===== src/rtl/shr_frame_monitor_pkg.sv =====
// rtl/shr_frame_monitor_pkg.sv - shared state type and defaults for the frame monitor
package shr_pkg;

  localparam int unsigned MAX_BITS_DEF = 1024;
  localparam int unsigned CNT_W_DEF    = 11;
  localparam logic        SYNC_ACT_DEF = 1'b0;

  typedef enum logic [1:0] {
    ST_ARM,
    ST_IDLE,
    ST_CAPTURE,
    ST_DONE
  } state_e;

endpackage


===== src/rtl/shr_frame_monitor_if.sv =====
// rtl/shr_frame_monitor_if.sv - serial pin loopback and frame result bundle
interface shr_frame_monitor_if #(
  parameter int MAX_BITS = shr_pkg::MAX_BITS_DEF,
  parameter int CNT_W    = shr_pkg::CNT_W_DEF
);

  logic                ser_clk;
  logic                ser_din;
  logic                ser_syn;
  logic [9:0]          exp_length;
  logic [MAX_BITS-1:0] frame_data;
  logic [CNT_W-1:0]    bit_count;
  logic                frame_done;
  logic                len_err;
  logic                ovf;
  logic [15:0]         frame_cnt;
  logic                busy;

  modport master (
    output ser_clk, ser_din, ser_syn, exp_length,
    input  frame_data, bit_count, frame_done, len_err, ovf, frame_cnt, busy
  );

  modport slave (
    input  ser_clk, ser_din, ser_syn, exp_length,
    output frame_data, bit_count, frame_done, len_err, ovf, frame_cnt, busy
  );

endinterface


===== src/rtl/shr_frame_monitor_sync_2ff.sv =====
// rtl/shr_frame_monitor_sync_2ff.sv - single-bit two-flop synchronizer with settable reset level
module sync_2ff #(
  parameter logic RST_VAL = 1'b0
) (
  input  logic clk,
  input  logic rst,
  input  logic d,
  output logic q
);

  logic meta_q;
  logic sync_q;

  always_ff @(posedge clk or posedge rst) begin
    if (rst) begin
      meta_q <= RST_VAL;
      sync_q <= RST_VAL;
    end else begin
      meta_q <= d;
      sync_q <= meta_q;
    end
  end

  assign q = sync_q;

endmodule


===== src/rtl/shr_frame_monitor.sv =====
// rtl/shr_frame_monitor.sv - reassembles looped-back serial frames and checks their length
module shr_frame_monitor
  import shr_pkg::*;
#(
  parameter int   MAX_BITS = MAX_BITS_DEF,
  parameter int   CNT_W    = CNT_W_DEF,
  parameter logic SYNC_ACT = SYNC_ACT_DEF
) (
  input  logic              clk_in,
  input  logic              rst,
  shr_frame_monitor_if.slave mon
);

  localparam int              IDX_W   = $clog2(MAX_BITS);
  localparam logic [CNT_W:0]  CNT_MAX = (CNT_W + 1)'(MAX_BITS);

  logic clk_s, din_s, syn_s;

  // Sync resets to its active level so ARM cannot leave before real pin data arrives
  sync_2ff #(.RST_VAL(1'b0))     u_sync_clk (.clk(clk_in), .rst(rst), .d(mon.ser_clk), .q(clk_s));
  sync_2ff #(.RST_VAL(1'b0))     u_sync_din (.clk(clk_in), .rst(rst), .d(mon.ser_din), .q(din_s));
  sync_2ff #(.RST_VAL(SYNC_ACT)) u_sync_syn (.clk(clk_in), .rst(rst), .d(mon.ser_syn), .q(syn_s));

  logic                clk_prev_q,   clk_prev_d;
  logic                clk_rise_q,   clk_rise_d;
  logic                din_q,        din_d;
  logic                syn_act_q,    syn_act_d;
  state_e              state_q,      state_d;
  logic [CNT_W:0]      cnt_q,        cnt_d;
  logic                ovf_flag_q,   ovf_flag_d;
  logic [MAX_BITS-1:0] frame_data_q, frame_data_d;
  logic [CNT_W-1:0]    bit_count_q,  bit_count_d;
  logic                len_err_q,    len_err_d;
  logic                ovf_q,        ovf_d;
  logic [15:0]         frame_cnt_q,  frame_cnt_d;
  logic                frame_done_q, frame_done_d;
  logic                busy_q,       busy_d;

  always_comb begin
    clk_prev_d   = clk_s;
    clk_rise_d   = clk_s & ~clk_prev_q;
    din_d        = din_s;
    syn_act_d    = (syn_s == SYNC_ACT);
    state_d      = state_q;
    cnt_d        = cnt_q;
    ovf_flag_d   = ovf_flag_q;
    frame_data_d = frame_data_q;
    bit_count_d  = bit_count_q;
    len_err_d    = len_err_q;
    ovf_d        = ovf_q;
    frame_cnt_d  = frame_cnt_q;

    case (state_q)
      ST_ARM: begin
        if (!syn_act_q) state_d = ST_IDLE;
      end
      // Level test here also catches a sync that asserted while still in DONE
      ST_IDLE: begin
        if (syn_act_q) begin
          state_d      = ST_CAPTURE;
          cnt_d        = '0;
          ovf_flag_d   = 1'b0;
          frame_data_d = '0;
        end
      end
      ST_CAPTURE: begin
        if (clk_rise_q) begin
          if (cnt_q < CNT_MAX) frame_data_d[cnt_q[IDX_W-1:0]] = din_q;
          else                 ovf_flag_d = 1'b1;
          if (cnt_q <= CNT_MAX) cnt_d = cnt_q + 1'b1;
        end
        if (!syn_act_q) state_d = ST_DONE;
      end
      ST_DONE: begin
        bit_count_d = (cnt_q > CNT_MAX) ? CNT_MAX[CNT_W-1:0] : cnt_q[CNT_W-1:0];
        ovf_d       = ovf_flag_q;
        len_err_d   = (cnt_q != {{(CNT_W - 9){1'b0}}, mon.exp_length});
        frame_cnt_d = frame_cnt_q + 16'd1;
        state_d     = ST_IDLE;
      end
      default: state_d = ST_ARM;
    endcase

    frame_done_d = (state_d == ST_DONE);
    busy_d       = (state_d == ST_CAPTURE);
  end

  always_ff @(posedge clk_in or posedge rst) begin
    if (rst) begin
      clk_prev_q   <= 1'b0;
      clk_rise_q   <= 1'b0;
      din_q        <= 1'b0;
      syn_act_q    <= 1'b1;
      state_q      <= ST_ARM;
      cnt_q        <= '0;
      ovf_flag_q   <= 1'b0;
      frame_data_q <= '0;
      bit_count_q  <= '0;
      len_err_q    <= 1'b0;
      ovf_q        <= 1'b0;
      frame_cnt_q  <= '0;
      frame_done_q <= 1'b0;
      busy_q       <= 1'b0;
    end else begin
      clk_prev_q   <= clk_prev_d;
      clk_rise_q   <= clk_rise_d;
      din_q        <= din_d;
      syn_act_q    <= syn_act_d;
      state_q      <= state_d;
      cnt_q        <= cnt_d;
      ovf_flag_q   <= ovf_flag_d;
      frame_data_q <= frame_data_d;
      bit_count_q  <= bit_count_d;
      len_err_q    <= len_err_d;
      ovf_q        <= ovf_d;
      frame_cnt_q  <= frame_cnt_d;
      frame_done_q <= frame_done_d;
      busy_q       <= busy_d;
    end
  end

  assign mon.frame_data = frame_data_q;
  assign mon.bit_count  = bit_count_q;
  assign mon.frame_done = frame_done_q;
  assign mon.len_err    = len_err_q;
  assign mon.ovf        = ovf_q;
  assign mon.frame_cnt  = frame_cnt_q;
  assign mon.busy       = busy_q;

endmodule


===== src/flat_wrapper.sv =====
// flat-port wrapper written by rule: the top's interface ports become plain ports
module shr_frame_monitor_flat import shr_pkg::*;
#(
  parameter int   MAX_BITS = MAX_BITS_DEF,
  parameter int   CNT_W    = CNT_W_DEF,
  parameter logic SYNC_ACT = SYNC_ACT_DEF
)
  (clk_in, rst, mon_ser_clk, mon_ser_din, mon_ser_syn, mon_exp_length, mon_frame_data, mon_bit_count, mon_frame_done, mon_len_err, mon_ovf, mon_frame_cnt, mon_busy);
  shr_frame_monitor_if #(.MAX_BITS(MAX_BITS), .CNT_W(CNT_W)) mon_i ();
  input  logic clk_in;
  input  logic rst;
  input wire logic [$bits(mon_i.ser_clk)-1:0] mon_ser_clk;
  input wire logic [$bits(mon_i.ser_din)-1:0] mon_ser_din;
  input wire logic [$bits(mon_i.ser_syn)-1:0] mon_ser_syn;
  input wire logic [$bits(mon_i.exp_length)-1:0] mon_exp_length;
  output wire logic [$bits(mon_i.frame_data)-1:0] mon_frame_data;
  output wire logic [$bits(mon_i.bit_count)-1:0] mon_bit_count;
  output wire logic [$bits(mon_i.frame_done)-1:0] mon_frame_done;
  output wire logic [$bits(mon_i.len_err)-1:0] mon_len_err;
  output wire logic [$bits(mon_i.ovf)-1:0] mon_ovf;
  output wire logic [$bits(mon_i.frame_cnt)-1:0] mon_frame_cnt;
  output wire logic [$bits(mon_i.busy)-1:0] mon_busy;
  assign mon_i.ser_clk = mon_ser_clk;
  assign mon_i.ser_din = mon_ser_din;
  assign mon_i.ser_syn = mon_ser_syn;
  assign mon_i.exp_length = mon_exp_length;
  assign mon_frame_data = mon_i.frame_data;
  assign mon_bit_count = mon_i.bit_count;
  assign mon_frame_done = mon_i.frame_done;
  assign mon_len_err = mon_i.len_err;
  assign mon_ovf = mon_i.ovf;
  assign mon_frame_cnt = mon_i.frame_cnt;
  assign mon_busy = mon_i.busy;
  shr_frame_monitor #(.MAX_BITS(MAX_BITS), .CNT_W(CNT_W), .SYNC_ACT(SYNC_ACT)) u_core (.clk_in(clk_in), .rst(rst), .mon(mon_i));
endmodule

===== config.mk =====
export PLATFORM = sky130hd
export DESIGN_NAME = shr_frame_monitor_flat
export DESIGN_NICKNAME = d
export VERILOG_FILES = /design/src/rtl/shr_frame_monitor_pkg.sv /design/src/rtl/shr_frame_monitor_if.sv /design/src/rtl/shr_frame_monitor_sync_2ff.sv /design/src/rtl/shr_frame_monitor.sv /design/src/flat_wrapper.sv
export SDC_FILE = /design/constraint.sdc
export NUM_CORES = 2
export LEC_CHECK = 0
export CORE_AREA = 2 2 422 424
export DETAILED_ROUTE_END_ITERATION = 6
export DIE_AREA = 0 0 424 426
export GPL_TIMING_DRIVEN = 0
export PLACE_DENSITY = 0.46
export SLEW_MARGIN = 20
export SYNTH_ARGS = -nofsm -noshare
export SYNTH_HDL_FRONTEND = slang
export SYNTH_SLANG_ARGS = --single-unit

===== constraint.sdc =====
create_clock -name clk_in -period 73.2 [get_ports clk_in]
set_input_delay 10.98 -clock clk_in [delete_from_list [all_inputs] [get_ports clk_in]]
set_output_delay 10.98 -clock clk_in [all_outputs]
set_load 0.03 [all_outputs]

==> results <==
- The flow ran to the end, and the final reports show no timing, DRC or antenna violations.
- After synthesis, the share of cell area in mux cells is 0.04382%.
- Summed over its instances, the top area cell type makes up 55.62% of the synthesized netlist area.
- The iteration-0 DRC count of the detailed router is 8446.
- The minimum setup slack in the final design is 60.02 ns.
- The maximum number of pins on one net before global-route repair is 100.
- The clock transition at the register clock pins on the worst setup and hold paths after CTS is 0.06 ns.
- The fmax is 75.89 MHz.
- At the worst endpoint, the arrival time is 2.20 ns.
- The number of nets in the synthesized netlist is 5245.
- The number of clock buffers added by TritonCTS is 134.
- In this run, post-CTS hold repair placed 0 buffers.
- The wire length of the first global-routing pass is 474.2 mm.
- TritonCTS built the clock tree.
- After layout, the minimum clock period comes to 13.18 ns.
- The endpoint of the lowest-slack register-to-register path is u_core.mon.frame_data[256].
- In the routed design, unresolved DRC markers number 0.
- Detailed routing inserted a total of 56040 vias.
- The count of input and output buffers is 1069.
- Walking the worst path, the cells encountered are clkdlybuf4s50_1.
- Counting along the longest clock path gives a buffer depth of 3.
- Before antenna repair, the detailed router went through 7 iterations.
- After synthesis, the netlist uses 56 different library cells.
- The clock reaches the later pin of the worst-skew pair after 0.81 ns.
- The transition at the pin with the smallest max-transition slack is 1.351 ns.
- The y dimension of the die is 426 um.
- STA classifies the critical path startpoint as a flip-flop.
- The path class of the lowest-slack min-delay path is flip-flop to flip-flop.
- Ranked by total cell area, the synthesized netlist is headed by dfrtp_1, o21ai_0, a31oi_1, clkbuf_1, nand3_1.
- The post-synthesis xor/xnor area fraction is 0.4511%.
- On the final layout, the worst hold slack is 0.3508 ns.
- The tool flagged a number of max-cap violations equal to 0.
- The worst hold path cell count is 0.
- Setup violations remaining at the end of the flow were counted as 0.
- The library cell occupying the most area in the post-synthesis netlist is dfrtp_1.
- The weighted congestion at the end of routability-driven global placement is 0.9531.
- The final max-slew violation count is 0.
- The finished cells cover 67710 um2.
- Once the clock tree was built, the resizer swapped 0 gates to a different size.
- The total global routing overflow is 0.
- The initial antenna violation count is 45.
- The flop and latch count out of synthesis is 1080.
- The fraction of layout instances using a drive strength above 1 is 6.715%.
- Summed over all cells, the static leakage comes to 27.63 nW.
- The cell family contributing the most delay on the critical path is buffers and inverters.
- In this run the critical register-to-register path is launched from u_core.cnt_q[5].
- After synthesis the cells add up to 48540 um2.
- The final clock skew is 0.03532 ns.
- Counting both buffers and inverters, the worst setup path holds a total of 1.
- The layout overhead on the synthesized area is 39.49%.
- The synthesized netlist devotes 2.361% of its cell area to simple gates.
- The global routing usage summed across all routing layers is 38.66%.
- After clock tree synthesis, the setup repair step added 0 buffers.
- Setup repair after global routing left no endpoint under its margin.
- The cell type of the slowest stage on the worst timing path is clkdlybuf4s50_1.
- The async set or reset register ratio after synthesis is 100.0%.
- The worst register-to-register path has a setup slack of 68.95 ns.
- The end point of the most critical hold path is u_core.u_sync_syn.q.
- The number of failing hold endpoints at the final stage is 0.
- Once detailed placement completed, the half-perimeter wirelength came to 261.4 mm.
- By area, the combinational part of the netlist is dominated by compound AO/OA/AOI/OAI gates.
- The post-synthesis cell count is 5225.
- The total of fill cells in the finished design is 17910.
- Summing the areas of all compound-gate instances in the mapped netlist gives 34.90% of the synthesized area.
- The floorplan die area is 180600 um2.
- The source of the worst hold timing path is u_core.u_sync_syn.meta_q.
- The power per cell area is 21.42 nW/um2.
- In the final routed layout, each cell accounts on average for 40.64 um.
- 1070 I/O pins were placed.
- The wire length after detailed routing is 362.8 mm.
- Across the whole layout, storage elements account for 27030 um2.
- The via density per instance is 6.278.
- The H-tree was split into 4 levels.
- Of the synthesized area, sequential elements account for 55.68%.
- The count of nets left with antenna violations once routing finished came out at 0.
- The via count of the first global-routing pass is 51155.
- The worst supply voltage drop on vdd is 0.02239 mV.
- OpenSTA, run right after detailed placement, puts the worst setup slack at 59.21 ns.
- STA puts the critical path data required time at 62.22 ns.
- The number of cells on the worst reg-to-reg path is 7.
- The number of flops mapped to enable cells by yosys is 0.
- The share of synthesized cell area in full adder, half adder and majority cells is 0.1289%.
- The area of the multi-input gates is 18400 um2.
- The most used flip-flop cell after synthesis is dfrtp_1.
- The starting utilization of the core area is 27.62%.
- In this run the standard cell core region covers 175700 um2.
- The total number of yosys warnings is 0.
- The placed instances occupy a cell area of 63160 um2.
- The setup TNS after final layout is 0 ns.
- Of all nets on the critical path, the largest fanout is 2.
- Averaged over all synthesized cells, the footprint is 9.290 um2.
- The critical setup path kind is flip-flop to output port.
- In this run the clock root is driven by a clkbuf_16.
- The final cycle utilization of the critical path is 18.00%.
- The delay of the slowest cell on the worst path is 0.88 ns.
- In this run the tightest slew margin relative to its limit is 9.955%.
- The timing startpoint of the critical path is u_core.mon.frame_data[181].
- The floorplan row count is 154.
- The width of the die is 424 um.
- The clock sink count is 1080.
- The type of element capturing the critical path is an output port.
- For this run, the post-layout net count is 6482.
[final cells by class]
cell class,count,share of cell area (%)
Antenna cell,20,0.07392
Clock inverter,37,0.6209
Sequential cell,1080,39.92
Tap cell,2340,4.324
Multi-Input combinational cell,3325,27.18
Buffer,807,4.830
Inverter,13,0.08316
Clock buffer,204,6.017
Timing Repair Buffer,1101,16.95
[worst max path at each step]
stage,end,slack (ns),depth (start not counted)
3_5_place_dp,u_core.mon.frame_data[852],59.21,7
6_report,mon_frame_data[181],60.02,1
5_1_grt,u_core.mon.frame_data[851],59.76,7
2_1_floorplan,u_core.clk_prev_q,31.82,1
4_1_cts,mon_frame_data[938],59.98,1
3_3_place_gp,u_core.mon.frame_data[913],15.71,2
[metrics by stage]
step           total power (W)  instances  utilization (%)
2_1_floorplan        0.0006967       5225                -
5_1_grt               0.001484       8908            38.50
4_1_cts               0.001447       8907            38.50
3_3_place_gp         0.0007525       8634            35.38
3_5_place_dp         0.0007562       8666            35.94
6_report              0.001450       8927            38.53
[cell usage in the layout, fill, tap and decap left out, types with 4 or more instances in the layout]
cell type	synthesis	layout
ha_1	5	5
and2_1	6	6
inv_1	13	12
a31oi_1	1023	1023
nand2_1	55	55
o21ai_0	2045	2045
clkbuf_1	740	618
a22o_1	11	11
bufinv_16	0	6
clkinv_8	0	5
buf_2	27	28
nor2_1	10	10
clkbuf_16	0	140
nor4_1	6	6
and4_1	6	6
xor2_1	8	8
clkbuf_2	0	153
buf_1	38	37
clkinv_2	0	21
diode_2	0	20
dfrtp_1	1079	1079
nand3b_1	4	4
buf_12	0	6
clkbuf_8	0	33
nand3_1	42	42
nor4bb_1	12	12
nand4_1	6	6
clkdlybuf4s50_1	0	1069
o22a_1	4	4
a21oi_1	4	4
buf_16	0	23
and4b_1	12	12
xnor2_1	17	17
nor2b_1	4	4
[state kept, by name, summed over array words and instances (netlist names), 2 cells and up]
register / count
u_core.cnt_q: 12
u_core.mon.bit_count: 11
u_core.state_q: 2
u_core.mon.frame_data: 1024
u_core.mon.frame_cnt: 16
[where the power goes]
| group | internal, W | switching [W] | total [W] |
|---|---|---|---|
| clock network | 0.000406 | 0.000294 | 0.000699 |
| logic | 0.0000387 | 0.000109 | 0.000148 |
| registers | 0.000600 | 0.00000313 | 0.000603 |
| total | 0.00104 | 0.000406 | 0.00145 |
[cell usage after synthesis, types with 8 or more instances]
master    instances
and4b_1          12
buf_2            27
nor4bb_1         12
nand3_1          42
a31oi_1        1023
buf_1            38
xnor2_1          17
xor2_1            8
o21ai_0        2045
a22o_1           11
dfrtp_1        1079
nor2_1           10
inv_1            13
nand2_1          55
clkbuf_1        740
[kinds of logic after synthesis]
logic type / after synthesis
XOR/XNOR: 25
adder cells (fa/ha/maj): 5
multiplexers: 2
flip-flops: 1080
buffers and inverters: 820
AO/OA/AOI/OAI: 3104
AND/OR/NAND/NOR: 189
[per-layer routing]
layer  global-route usage [%]  part of all wire (%)
met5                        0                0.0099
met4                    32.22                    10
met3                    10.35                    10
met2                    56.44                    43
met1                    47.59                    37
No activity file was read; power rests on OpenSTA's default activity.
